**src/rtl/packet_encode_fsm.sv**
```systemverilog
`default_nettype none
// ============================================================================
//  Module   : packet_encode_fsm
//  Brief    : Transmit-side framer. Emits SOP, command, length and payload
//             words on a valid/ready link, plus an optional RESYNC word.
//             Build option: PACKET_ENCODE_RESYNC_EN enables RESYNC handling.
//  Revision : 1.0  initial release
// ============================================================================
module packet_encode_fsm (
    input  wire logic        i_clk,
    input  wire logic        i_reset_n,
    input  wire logic        i_start,
    input  wire logic [1:0]  i_command,
    input  wire logic [31:0] i_num_words,
    input  wire logic        i_resync,
    input  wire logic [31:0] i_payload_word,
    input  wire logic        i_payload_valid,
    output logic             o_payload_ready,
    output logic [31:0]      o_tx_word,
    output logic             o_tx_valid,
    input  wire logic        i_tx_ready,
    output logic             o_busy,
    output logic             o_packet_done,
    output logic             o_start_err
);

    localparam logic [31:0] C_SOP_WORD    = 32'h741B8CD7;
    localparam logic [31:0] C_RESYNC_WORD = 32'h1EDC6F41;

    typedef enum logic [2:0] {
        S_IDLE    = 3'd0,
        S_SOP     = 3'd1,
        S_CMD     = 3'd2,
        S_LEN     = 3'd3,
        S_PAYLOAD = 3'd4,
        S_DRAIN   = 3'd5,
        S_RESYNC  = 3'd6
    } state_t;

    state_t      r_state;
    logic [31:0] r_tx_word;
    logic        r_tx_valid;
    logic [1:0]  r_cmd;
    logic [31:0] r_count;
    logic        r_packet_done;
    logic        r_start_err;

    logic        w_xfer;
    logic        w_load_ok;
    logic        w_payload_ready;
    logic        w_pay_take;
    logic        w_pend;
    logic        w_resync_req;
    logic        w_resync_go;

`ifdef PACKET_ENCODE_RESYNC_EN
    logic        r_resync_pend;

    assign w_pend       = r_resync_pend;
    assign w_resync_req = i_resync;
    // A pending RESYNC pre-empts whatever the FSM would load next.
    assign w_resync_go  = r_resync_pend && w_load_ok && (r_state != S_RESYNC);
`else
    logic        w_unused_resync;

    assign w_unused_resync = i_resync;
    assign w_pend          = 1'b0;
    assign w_resync_req    = 1'b0;
    assign w_resync_go     = 1'b0;
`endif

    assign w_xfer          = r_tx_valid && i_tx_ready;
    assign w_load_ok       = !r_tx_valid || i_tx_ready;
    // Hold off the FIFO once a RESYNC is pending so unsent words stay queued.
    assign w_payload_ready = (r_state == S_PAYLOAD) && w_load_ok && !w_pend;
    assign w_pay_take      = w_payload_ready && i_payload_valid;

    assign o_payload_ready = w_payload_ready;
    assign o_tx_word       = r_tx_word;
    assign o_tx_valid      = r_tx_valid;
    assign o_busy          = (r_state != S_IDLE);
    assign o_packet_done   = r_packet_done;
    assign o_start_err     = r_start_err;

    always_ff @(posedge i_clk or negedge i_reset_n) begin
        if (!i_reset_n) begin
            r_state       <= S_IDLE;
            r_tx_word     <= 32'h0;
            r_tx_valid    <= 1'b0;
            r_cmd         <= 2'b00;
            r_count       <= 32'h0;
            r_packet_done <= 1'b0;
            r_start_err   <= 1'b0;
`ifdef PACKET_ENCODE_RESYNC_EN
            r_resync_pend <= 1'b0;
`endif
        end else begin
            r_packet_done <= 1'b0;
            r_start_err   <= 1'b0;
            if (w_xfer) begin
                r_tx_valid <= 1'b0;
            end
`ifdef PACKET_ENCODE_RESYNC_EN
            if (i_resync) begin
                r_resync_pend <= 1'b1;
            end
`endif
            if (w_resync_go) begin
                r_tx_word  <= C_RESYNC_WORD;
                r_tx_valid <= 1'b1;
                r_count    <= 32'h0;
                r_state    <= S_RESYNC;
            end else begin
                case (r_state)
                    S_IDLE: begin
                        if (i_start && !w_resync_req && !w_pend) begin
                            if (i_num_words != 32'h0) begin
                                r_cmd   <= i_command;
                                r_count <= i_num_words;
                                r_state <= S_SOP;
                            end else begin
                                r_start_err <= 1'b1;
                            end
                        end
                    end
                    S_SOP: begin
                        if (w_load_ok) begin
                            r_tx_word  <= C_SOP_WORD;
                            r_tx_valid <= 1'b1;
                            r_state    <= S_CMD;
                        end
                    end
                    S_CMD: begin
                        if (w_load_ok) begin
                            r_tx_word  <= {6'b0, r_cmd, 24'h0};
                            r_tx_valid <= 1'b1;
                            r_state    <= S_LEN;
                        end
                    end
                    S_LEN: begin
                        if (w_load_ok) begin
                            r_tx_word  <= {r_count[7:0], r_count[15:8],
                                           r_count[23:16], r_count[31:24]};
                            r_tx_valid <= 1'b1;
                            r_state    <= S_PAYLOAD;
                        end
                    end
                    S_PAYLOAD: begin
                        if (w_pay_take) begin
                            r_tx_word  <= i_payload_word;
                            r_tx_valid <= 1'b1;
                            r_count    <= r_count - 32'd1;
                            if (r_count == 32'd1) begin
                                r_state <= S_DRAIN;
                            end
                        end
                    end
                    S_DRAIN: begin
                        if (w_xfer) begin
                            r_packet_done <= 1'b1;
                            r_state       <= S_IDLE;
                        end
                    end
`ifdef PACKET_ENCODE_RESYNC_EN
                    S_RESYNC: begin
                        if (w_xfer) begin
                            r_resync_pend <= 1'b0;
                            r_state       <= S_IDLE;
                        end
                    end
`endif
                    default: begin
                        r_state <= S_IDLE;
                    end
                endcase
            end
        end
    end

endmodule
`default_nettype wire

```
**config.mk**
```make
export PLATFORM = sky130hd
export DESIGN_NAME = packet_encode_fsm
export DESIGN_NICKNAME = d
export VERILOG_FILES = /design/src/rtl/packet_encode_fsm.sv
export SDC_FILE = /design/constraint.sdc
export NUM_CORES = 1
export LEC_CHECK = 0
export BUFFER_PORTS_ARGS = -buffer_cell sky130_fd_sc_hd__buf_2
export CORE_AREA = 3 3 103 105
export DETAILED_ROUTE_END_ITERATION = 16
export DIE_AREA = 0 0 106 108
export HOLD_SLACK_MARGIN = 0.03
export MAX_ROUTING_LAYER = met4
export PLACE_DENSITY = 0.7
export SETUP_SLACK_MARGIN = 0.2
export SLEW_MARGIN = 20
export SYNTH_ARGS = -nofsm -noshare
export SYNTH_HDL_FRONTEND = slang
export SYNTH_SLANG_ARGS = --single-unit
```
**constraint.sdc**
```tcl
create_clock -name i_clk -period 2.18 [get_ports i_clk]
set_clock_uncertainty 0.2 [all_clocks]
set_input_delay 0.327 -clock i_clk [delete_from_list [all_inputs] [get_ports i_clk]]
set_output_delay 0.327 -clock i_clk [all_outputs]
set_load 0.02 [all_outputs]
```
==> results of run 1 <==
registers in the layout (all words and copies together) (netlist names):
| name | count |
|---|---|
| r_count | 32 |
| o_tx_word | 32 |
| o_start_err | 1 |
| o_tx_valid | 1 |
| r_state | 3 |
| o_packet_done | 1 |
| r_cmd | 2 |
worst min path at each step:
stage / from / endpoint / slack [ns] / depth (start not counted)
6_report: i_payload_word[25] / o_tx_word[25] / 0.06 / 3
5_1_grt: i_payload_word[27] / o_tx_word[27] / 0.08 / 3
4_1_cts: i_payload_word[25] / o_tx_word[25] / 0.06 / 3
3_5_place_dp: i_reset_n / r_count[17] / 0.05 / 1
3_3_place_gp: i_reset_n / r_count[17] / 0.04 / 1
2_1_floorplan: i_reset_n / o_packet_done / -0.17 / 0
synthesized netlist by cell type (5+ instances only):
master | n | share of area
sky130_fd_sc_hd__a21oi_1 | 12 | 0.014
sky130_fd_sc_hd__mux2i_1 | 5 | 0.012
sky130_fd_sc_hd__nor3_1 | 27 | 0.031
sky130_fd_sc_hd__or3_1 | 8 | 0.012
sky130_fd_sc_hd__nor4_1 | 15 | 0.022
sky130_fd_sc_hd__buf_2 | 11 | 0.013
sky130_fd_sc_hd__nand2_1 | 37 | 0.032
sky130_fd_sc_hd__dfrtp_1 | 72 | 0.41
sky130_fd_sc_hd__o21ai_0 | 23 | 0.027
sky130_fd_sc_hd__nor2_1 | 47 | 0.041
sky130_fd_sc_hd__a211oi_1 | 9 | 0.016
sky130_fd_sc_hd__nand4_1 | 6 | 0.0086
sky130_fd_sc_hd__nor2b_1 | 5 | 0.0072
sky130_fd_sc_hd__nand3_1 | 11 | 0.013
sky130_fd_sc_hd__clkbuf_1 | 22 | 0.019
sky130_fd_sc_hd__inv_1 | 9 | 0.0078
sky130_fd_sc_hd__a311oi_1 | 5 | 0.010
sky130_fd_sc_hd__a22oi_1 | 35 | 0.061
sky130_fd_sc_hd__a2bb2oi_1 | 21 | 0.042
critical path, cell delays in order, from the launching register on:
cell,delay [ns]
sky130_fd_sc_hd__dfrtp_1,0.41
sky130_fd_sc_hd__or3_4,0.41
sky130_fd_sc_hd__or3_4,0.40
sky130_fd_sc_hd__buf_6,0.16
sky130_fd_sc_hd__nor4_4,0.28
sky130_fd_sc_hd__nand3_1,0.12
sky130_fd_sc_hd__a32o_1,0.24
timing repair:
item,in CTS,in global routing
gates cloned,0,3
pin swaps,29,47
hold buffers,5,0
setup buffers,14,27
endpoints found under the setup margin,34,56
hold endpoints to repair,58,0
resized for setup,66,98
stage by stage:
step	total power [uW]	instances	hold WS [ns]
after floorplan	2010	475	-0.169
after global placement	2430	797	0.0442
after detailed placement	2460	797	0.0497
after CTS	3690	832	0.0632
after global routing	3930	862	0.0820
final	3810	862	0.0638
power by group through the flow:
stage	sequential (uW)	clock, uW	combinational [uW]
finish	1560	1210	1040
global route	1570	1270	1090
CTS	1550	1210	929
detailed placement	1580	0	880
global placement	1570	0	862
floorplan	1690	0	324
routing by layer:
metal  vias to the layer above  share of wire  track usage
li1                       2320              -            -
met1                      2576           0.38        0.359
met2                       383           0.48        0.459
met3                        81          0.094       0.0346
met4                         0          0.047        0.112
met5                         -              0            -
layout make-up:
class	instances	area (um2)
multi-input cells	353	2920
fillers	650	2430
repair buffers	279	2160
flip-flops and latches	72	1800
well taps	133	166
clock buffers	13	149
clock inverters	3	65.1
inverters	9	33.8
cell families after synthesis:
group | count (synthesis)
simple gates | 191
xor+xnor | 1
fa+ha+maj | 2
compound gates | 150
flops | 72
buf+inv | 50
mux | 9
==> impl_metrics.sql, run 1 <==
INSERT INTO impl_metrics (metric_group, metric, value, unit) VALUES
('grt', 'initial_antenna_violation_count', '0', ''),
('job', 'max_cap_viol_count', '0', ''),
('synth', 'yosys_warnings', '0', ''),
('final_layout', 'layout.core_utilization', '0.750', ''),
('setup_path', 'worst_setup_path_startpoint', 'r_count[15]', ''),
('synth', 'synthesized_instance_count', '475', ''),
('synth', 'synth-edff-count', '0', ''),
('placed_design', 'dp_worst_setup_slack', '-0.140', 'ns'),
('sta', 'grt_setup_unrepaired', 'true', ''),
('final_layout', 'layout.cells.most_common', 'sky130_fd_sc_hd__buf_4', ''),
('setup_path', 'worst_ep_required', '2.23', 'ns'),
('outcome', 'status', 'finished, violations left', ''),
('setup_path', 'r2r_setup_slack', '-0.16', 'ns'),
('synth', 'dominant_combinational_cell_family_by_area_after_synthesis', 'compound AO/OA/AOI/OAI gates', ''),
('final_layout', 'num_antenna_cells', '0', ''),
('grt', 'first_global_vias', '4824', ''),
('synth', 'async_flop_share', '1.00', ''),
('power_and_ir_drop', 'clock_power_share', '0.319', ''),
('cts', 'numCtsBuffers', '9', ''),
('route', 'routedWlPerCell', '21.9', 'um'),
('setup_path', 'reg2reg_from', 'r_count[15]', ''),
('power_and_ir_drop', 'power.ir.vdd_worst', '406', 'uV'),
('power_and_ir_drop', 'netSwitchingPower', '1200', 'uW'),
('route', 'initialDrtViolationCount', '585', ''),
('die', 'fp.dieArea', '0.0114', 'mm2'),
('setup_path', 'worstReg2RegEnd', 'r_count[28]', ''),
('route', 'num_vias', '5360', ''),
('final_layout', 'areaGrowthSynthToFinish', '68.0', '%'),
('cts', 'cts_tree', 'built', ''),
('sta', 'final.setup.worst_slack', '-0.161', 'ns'),
('sta', 'hold_viol_final', '0', ''),
('grt', 'grt_pass1_wl', '24700', 'um'),
('sta', 'timing_worst_slew_pin_value', '0.437', 'ns'),
('grt', 'grt_max_degree', '36', ''),
('setup_path', 'cp.arrival', '2.39', 'ns'),
('placed_design', 'place.gp.congestion', '0.912', ''),
('synth', 'mappedNetlistNets', '549', ''),
('cts', 'clk-insertion-delay-late', '0.36', 'ns'),
('synth', 'synth_xor_xnor_area_share', '0.00202', ''),
('setup_path', 'worstPathMaxFanout', '6', ''),
('sta', 'setup_viol_count_final', '17', ''),
('sta', 'tmin_final', '2.34', 'ns'),
('synth', 'number_of_distinct_library_cell_variants_in_the_gate_level_netlist_after_synthesis', '68', ''),
('setup_path', 'critPathCaptureType', 'register', ''),
('grt', 'grt_usage', '0.281', ''),
('final_layout', 'final_cell_mix', 'sky130_fd_sc_hd__buf_4, sky130_fd_sc_hd__buf_2, sky130_fd_sc_hd__dfrtp_1', ''),
('synth', 'yosys-mux-area-fraction', '0.0219', ''),
('sta', 'final_max_slew_viol_count', '0', ''),
('cts', 'cts-root-to-sink-buffers', '2', ''),
('die', 'die-height', '108', 'um'),
('power_and_ir_drop', 'power_frac_seq', '0.410', ''),
('sta', 'fin_crit_sh', '1.07', ''),
('power_and_ir_drop', 'internal_power', '2610', 'uW'),
('die', 'fp.coreArea', '0.00973', 'mm2'),
('die', 'ports', '109', ''),
('route', 'vias_per_cell', '6.22', ''),
('final_layout', 'nets', '798', ''),
('synth', 'synth.cell_area', '0.00434', 'mm2'),
('synth', 'portion_of_the_post_synthesis_area_used_by_sequential_elements', '0.415', ''),
('die', 'placement_rows', '36', ''),
('placed_design', 'placement.cell_area', '0.00596', 'mm2'),
('final_layout', 'fraction_of_final_layout_cells_sized_beyond_drive_strength_1', '0.546', ''),
('grt', 'grt-ovfl-total', '0', ''),
('synth', 'synth_adder_area_share', '0.00576', ''),
('power_and_ir_drop', 'static-leakage-power', '0.00320', 'uW'),
('outcome', 'violations', 'setup timing', ''),
('setup_path', 'timing.critical_path.to', 'r_count[28]', ''),
('power_and_ir_drop', 'switching_share', '0.316', ''),
('synth', 'ys_ff_latch', '72', ''),
('cts', 'cts_clk_pin_slew_worst_paths', '0.09', 'ns'),
('route', 'postRouteWirelength', '18900', 'um');
Note: power is estimated with default switching activity, not from simulation.
==> run 2, diff against run 1 <==
--- a/config.mk
+++ b/config.mk
@@ -12,7 +12,7 @@
 export HOLD_SLACK_MARGIN = 0.03
 export MAX_ROUTING_LAYER = met4
 export PLACE_DENSITY = 0.7
-export SETUP_SLACK_MARGIN = 0.2
+export SETUP_SLACK_MARGIN = 0.15
 export SLEW_MARGIN = 20
 export SYNTH_ARGS = -nofsm -noshare
 export SYNTH_HDL_FRONTEND = slang
==> impl_metrics.sql, run 2 (same netlist as run 1, synthesis figures left out) <==
INSERT INTO impl_metrics (metric_group, metric, value, unit) VALUES
('outcome', 'status', 'finished, violations left', ''),
('outcome', 'violations', 'setup timing', ''),
('sta', 'final_max_slew_viol_count', '0', ''),
('die', 'starting_density', '0.446', ''),
('die', 'die-height', '108', 'um'),
('grt', 'grt-ovfl-total', '0', ''),
('route', 'total_drc_errors_in_the_routed_layout', '0', ''),
('setup_path', 'worstPathMaxFanout', '5', ''),
('min_path', 'min_delay_path_depth', '2', ''),
('cts', 'cts_tree', 'built', ''),
('route', 'vias_per_cell', '5.96', ''),
('setup_path', 'path_buf_inv', '1', ''),
('grt', 'grt_busiest_layer', 'met2', ''),
('die', 'fp.coreArea', '0.00973', 'mm2'),
('route', 'num_vias', '5052', ''),
('setup_path', 'worst_ep_required', '2.22', 'ns'),
('die', 'fp.dieArea', '0.0114', 'mm2'),
('placed_design', 'detailed_place_hpwl', '11700', 'um'),
('route', 'initialDrtViolationCount', '396', ''),
('final_layout', 'num_antenna_cells', '0', ''),
('power_and_ir_drop', 'power_density', '559', 'mW/mm2'),
('cts', 'cts_clk_pin_slew_worst_paths', '0.08', 'ns'),
('placed_design', 'place.gp.congestion', '0.904', ''),
('final_layout', 'layout.core_utilization', '0.721', ''),
('setup_path', 'critPathCaptureType', 'register', ''),
('power_and_ir_drop', 'report.power.total', '3920', 'uW'),
('cts', 'numCtsBuffers', '9', ''),
('grt', 'met1_demand_to_capacity_share_in_global_routing', '0.377', ''),
('die', 'ports', '109', ''),
('final_layout', 'areaGrowthSynthToFinish', '61.6', '%'),
('power_and_ir_drop', 'static-leakage-power', '0.00311', 'uW'),
('grt', 'global_routing_met3_resource_utilization', '0.0436', ''),
('final_layout', 'final-instance-count-excl-fill', '847', ''),
('job', 'max_cap_viol_count', '0', ''),
('setup_path', 'ff2ff_path_depth', '6', ''),
('cts', 'clock-sinks', '72', ''),
('power_and_ir_drop', 'power.ir.vdd_worst', '447', 'uV'),
('sta', 'fin_crit_sh', '1.06', ''),
('setup_path', 'cp.arrival', '2.34', 'ns'),
('setup_path', 'type_of_the_worst_setup_path', 'register to register', ''),
('placed_design', 'port_buffers', '107', ''),
('placed_design', 'dpl.cell_count', '797', ''),
('grt', 'groute.layer.met2.usage', '0.476', ''),
('final_layout', 'final_cell_mix', 'sky130_fd_sc_hd__buf_4, sky130_fd_sc_hd__buf_2, sky130_fd_sc_hd__dfrtp_1', ''),
('sta', 'timing.max_slew.rel_slack', '0.691', ''),
('sta', 'hold_viol_final', '0', ''),
('grt', 'first_global_vias', '4941', ''),
('cts', 'clk-insertion-delay-late', '0.37', 'ns'),
('final_layout', 'nets', '783', ''),
('final_layout', 'fillerInstances', '737', ''),
('route', 'routedWlPerCell', '20.1', 'um'),
('die', 'placement_rows', '36', ''),
('setup_path', 'r2r_setup_slack', '-0.12', 'ns'),
('grt', 'grt_max_degree', '31', ''),
('cts', 'cts-root-to-sink-buffers', '2', ''),
('route', 'antenna_left', '0', ''),
('setup_path', 'timing.critical_path.max_delay_family', 'simple AND/OR/NAND/NOR gates', ''),
('setup_path', 'crit_path_cell_trace', 'or3_4 > or3_4 > buf_6 > or3_4 > o211ai_2 > o211ai_1', ''),
('cts', 'h_tree_level_count', '3', ''),
('sta', 'timing_worst_slew_pin_value', '0.463', 'ns'),
('sta', 'setup_viol_count_final', '11', ''),
('route', 'drt_pass1_iterations', '5', ''),
('sta', 'final.setup.worst_slack', '-0.124', 'ns'),
('grt', 'grt_pass1_wl', '25800', 'um'),
('placed_design', 'dp_worst_setup_slack', '-0.174', 'ns'),
('setup_path', 'critPathMostFrequentCell', 'sky130_fd_sc_hd__or3_4', ''),
('final_layout', 'layout.cells.most_common', 'sky130_fd_sc_hd__buf_4', ''),
('die', 'die_width', '106', 'um'),
('final_layout', 'fraction_of_final_layout_cells_sized_beyond_drive_strength_1', '0.506', ''),
('sta', 'grt_setup_unrepaired', 'true', ''),
('route', 'postRouteWirelength', '17000', 'um'),
('setup_path', 'critPathLaunchType', 'register', ''),
('setup_path', 'crit_cells', '6', ''),
('cts', 'root_buffer', 'sky130_fd_sc_hd__clkbuf_8', ''),
('min_path', 'hold_class', 'input port to register', ''),
('setup_path', 'critical_path.slowest_cell', 'sky130_fd_sc_hd__or3_4', ''),
('sta', 'tmin_final', '2.30', 'ns'),
('sta', 'timing.fmax', '434', 'MHz'),
('grt', 'initial_antenna_violation_count', '0', ''),
('setup_path', 'critical_path_s_largest_stage_delay', '0.43', 'ns'),
('grt', 'grt_usage', '0.297', '');
## run 2: cell types whose count changed in the layout (fill, tap and decap cells not counted), moves of 4 or more
cell,previous run,this run
sky130_fd_sc_hd__nor4_2,4,0
sky130_fd_sc_hd__a2bb2oi_2,5,1
sky130_fd_sc_hd__nor4_1,7,11
sky130_fd_sc_hd__nor3_2,10,6
sky130_fd_sc_hd__a22oi_2,6,1
sky130_fd_sc_hd__a22oi_1,29,34
sky130_fd_sc_hd__buf_6,33,23
sky130_fd_sc_hd__a2bb2oi_1,16,20
sky130_fd_sc_hd__buf_8,5,1
## run 2: final cells by class
| cell class | count | area (um2) | share of cell area |
|---|---|---|---|
| multi-input combinational | 353 | 2800 | 0.398 |
| timing repair buffer | 264 | 1960 | 0.279 |
| sequential | 72 | 1800 | 0.257 |
| tap | 133 | 166 | 0.0237 |
| clock buffer | 11 | 131 | 0.0187 |
| clock inverter | 5 | 129 | 0.0184 |
| inverter | 9 | 33.8 | 0.00481 |
## run 2: report_power, final
part | total, uW | switching, uW | internal, uW
combinational | 938 | 514 | 423
sequential | 1560 | 101 | 1460
clock | 1420 | 541 | 879
total | 3920 | 1160 | 2770
## run 2: worst paths after layout
| check | from | end |
|---|---|---|
| worst min register to register | o_tx_word[5] | o_tx_word[5] |
| worst max register to register | r_count[15] | r_count[31] |
| min in group asynchronous | i_reset_n | o_tx_word[27] |
| worst min-delay path | i_num_words[7] | r_count[7] |
| worst max-delay path | r_count[15] | r_count[31] |
| max in group asynchronous | i_reset_n | r_count[20] |
## run 2: worst register-to-register path, stage by stage (launching register included)
cell and delay, ns:
sky130_fd_sc_hd__dfrtp_1 0.38, sky130_fd_sc_hd__or3_4 0.39, sky130_fd_sc_hd__or3_4 0.43, sky130_fd_sc_hd__buf_6 0.17
sky130_fd_sc_hd__or3_4 0.34, sky130_fd_sc_hd__o211ai_2 0.17, sky130_fd_sc_hd__o211ai_1 0.11
## run 2: metrics by stage
step	hold slack [ns]	instance area (um2)	TNS [ns]
floorplan	-0.169	4480	-0.277
global placement	0.0877	5920	-2.51
detailed placement	0.0926	5920	-2.91
CTS	0.0311	6680	-0.254
global route	0.0470	7020	-1.48
finish	0.0396	7020	-0.444
## run 2: metal layers
metal | part of all wire | wire [um] | vias up
met5 | 0 | 0 | -
met4 | 0.036 | 605 | 0
met3 | 0.077 | 1310 | 52
met2 | 0.48 | 8220 | 283
met1 | 0.40 | 6880 | 2435
li1 | - | - | 2282
## run 2: timing repair
item	in CTS	in global routing
setup endpoints to repair	32	45
setup buffers	19	8
resized for setup	61	57
cloned	1	1
endpoints found under the hold margin	16	0
pin swaps	33	28
hold buffers	5	0
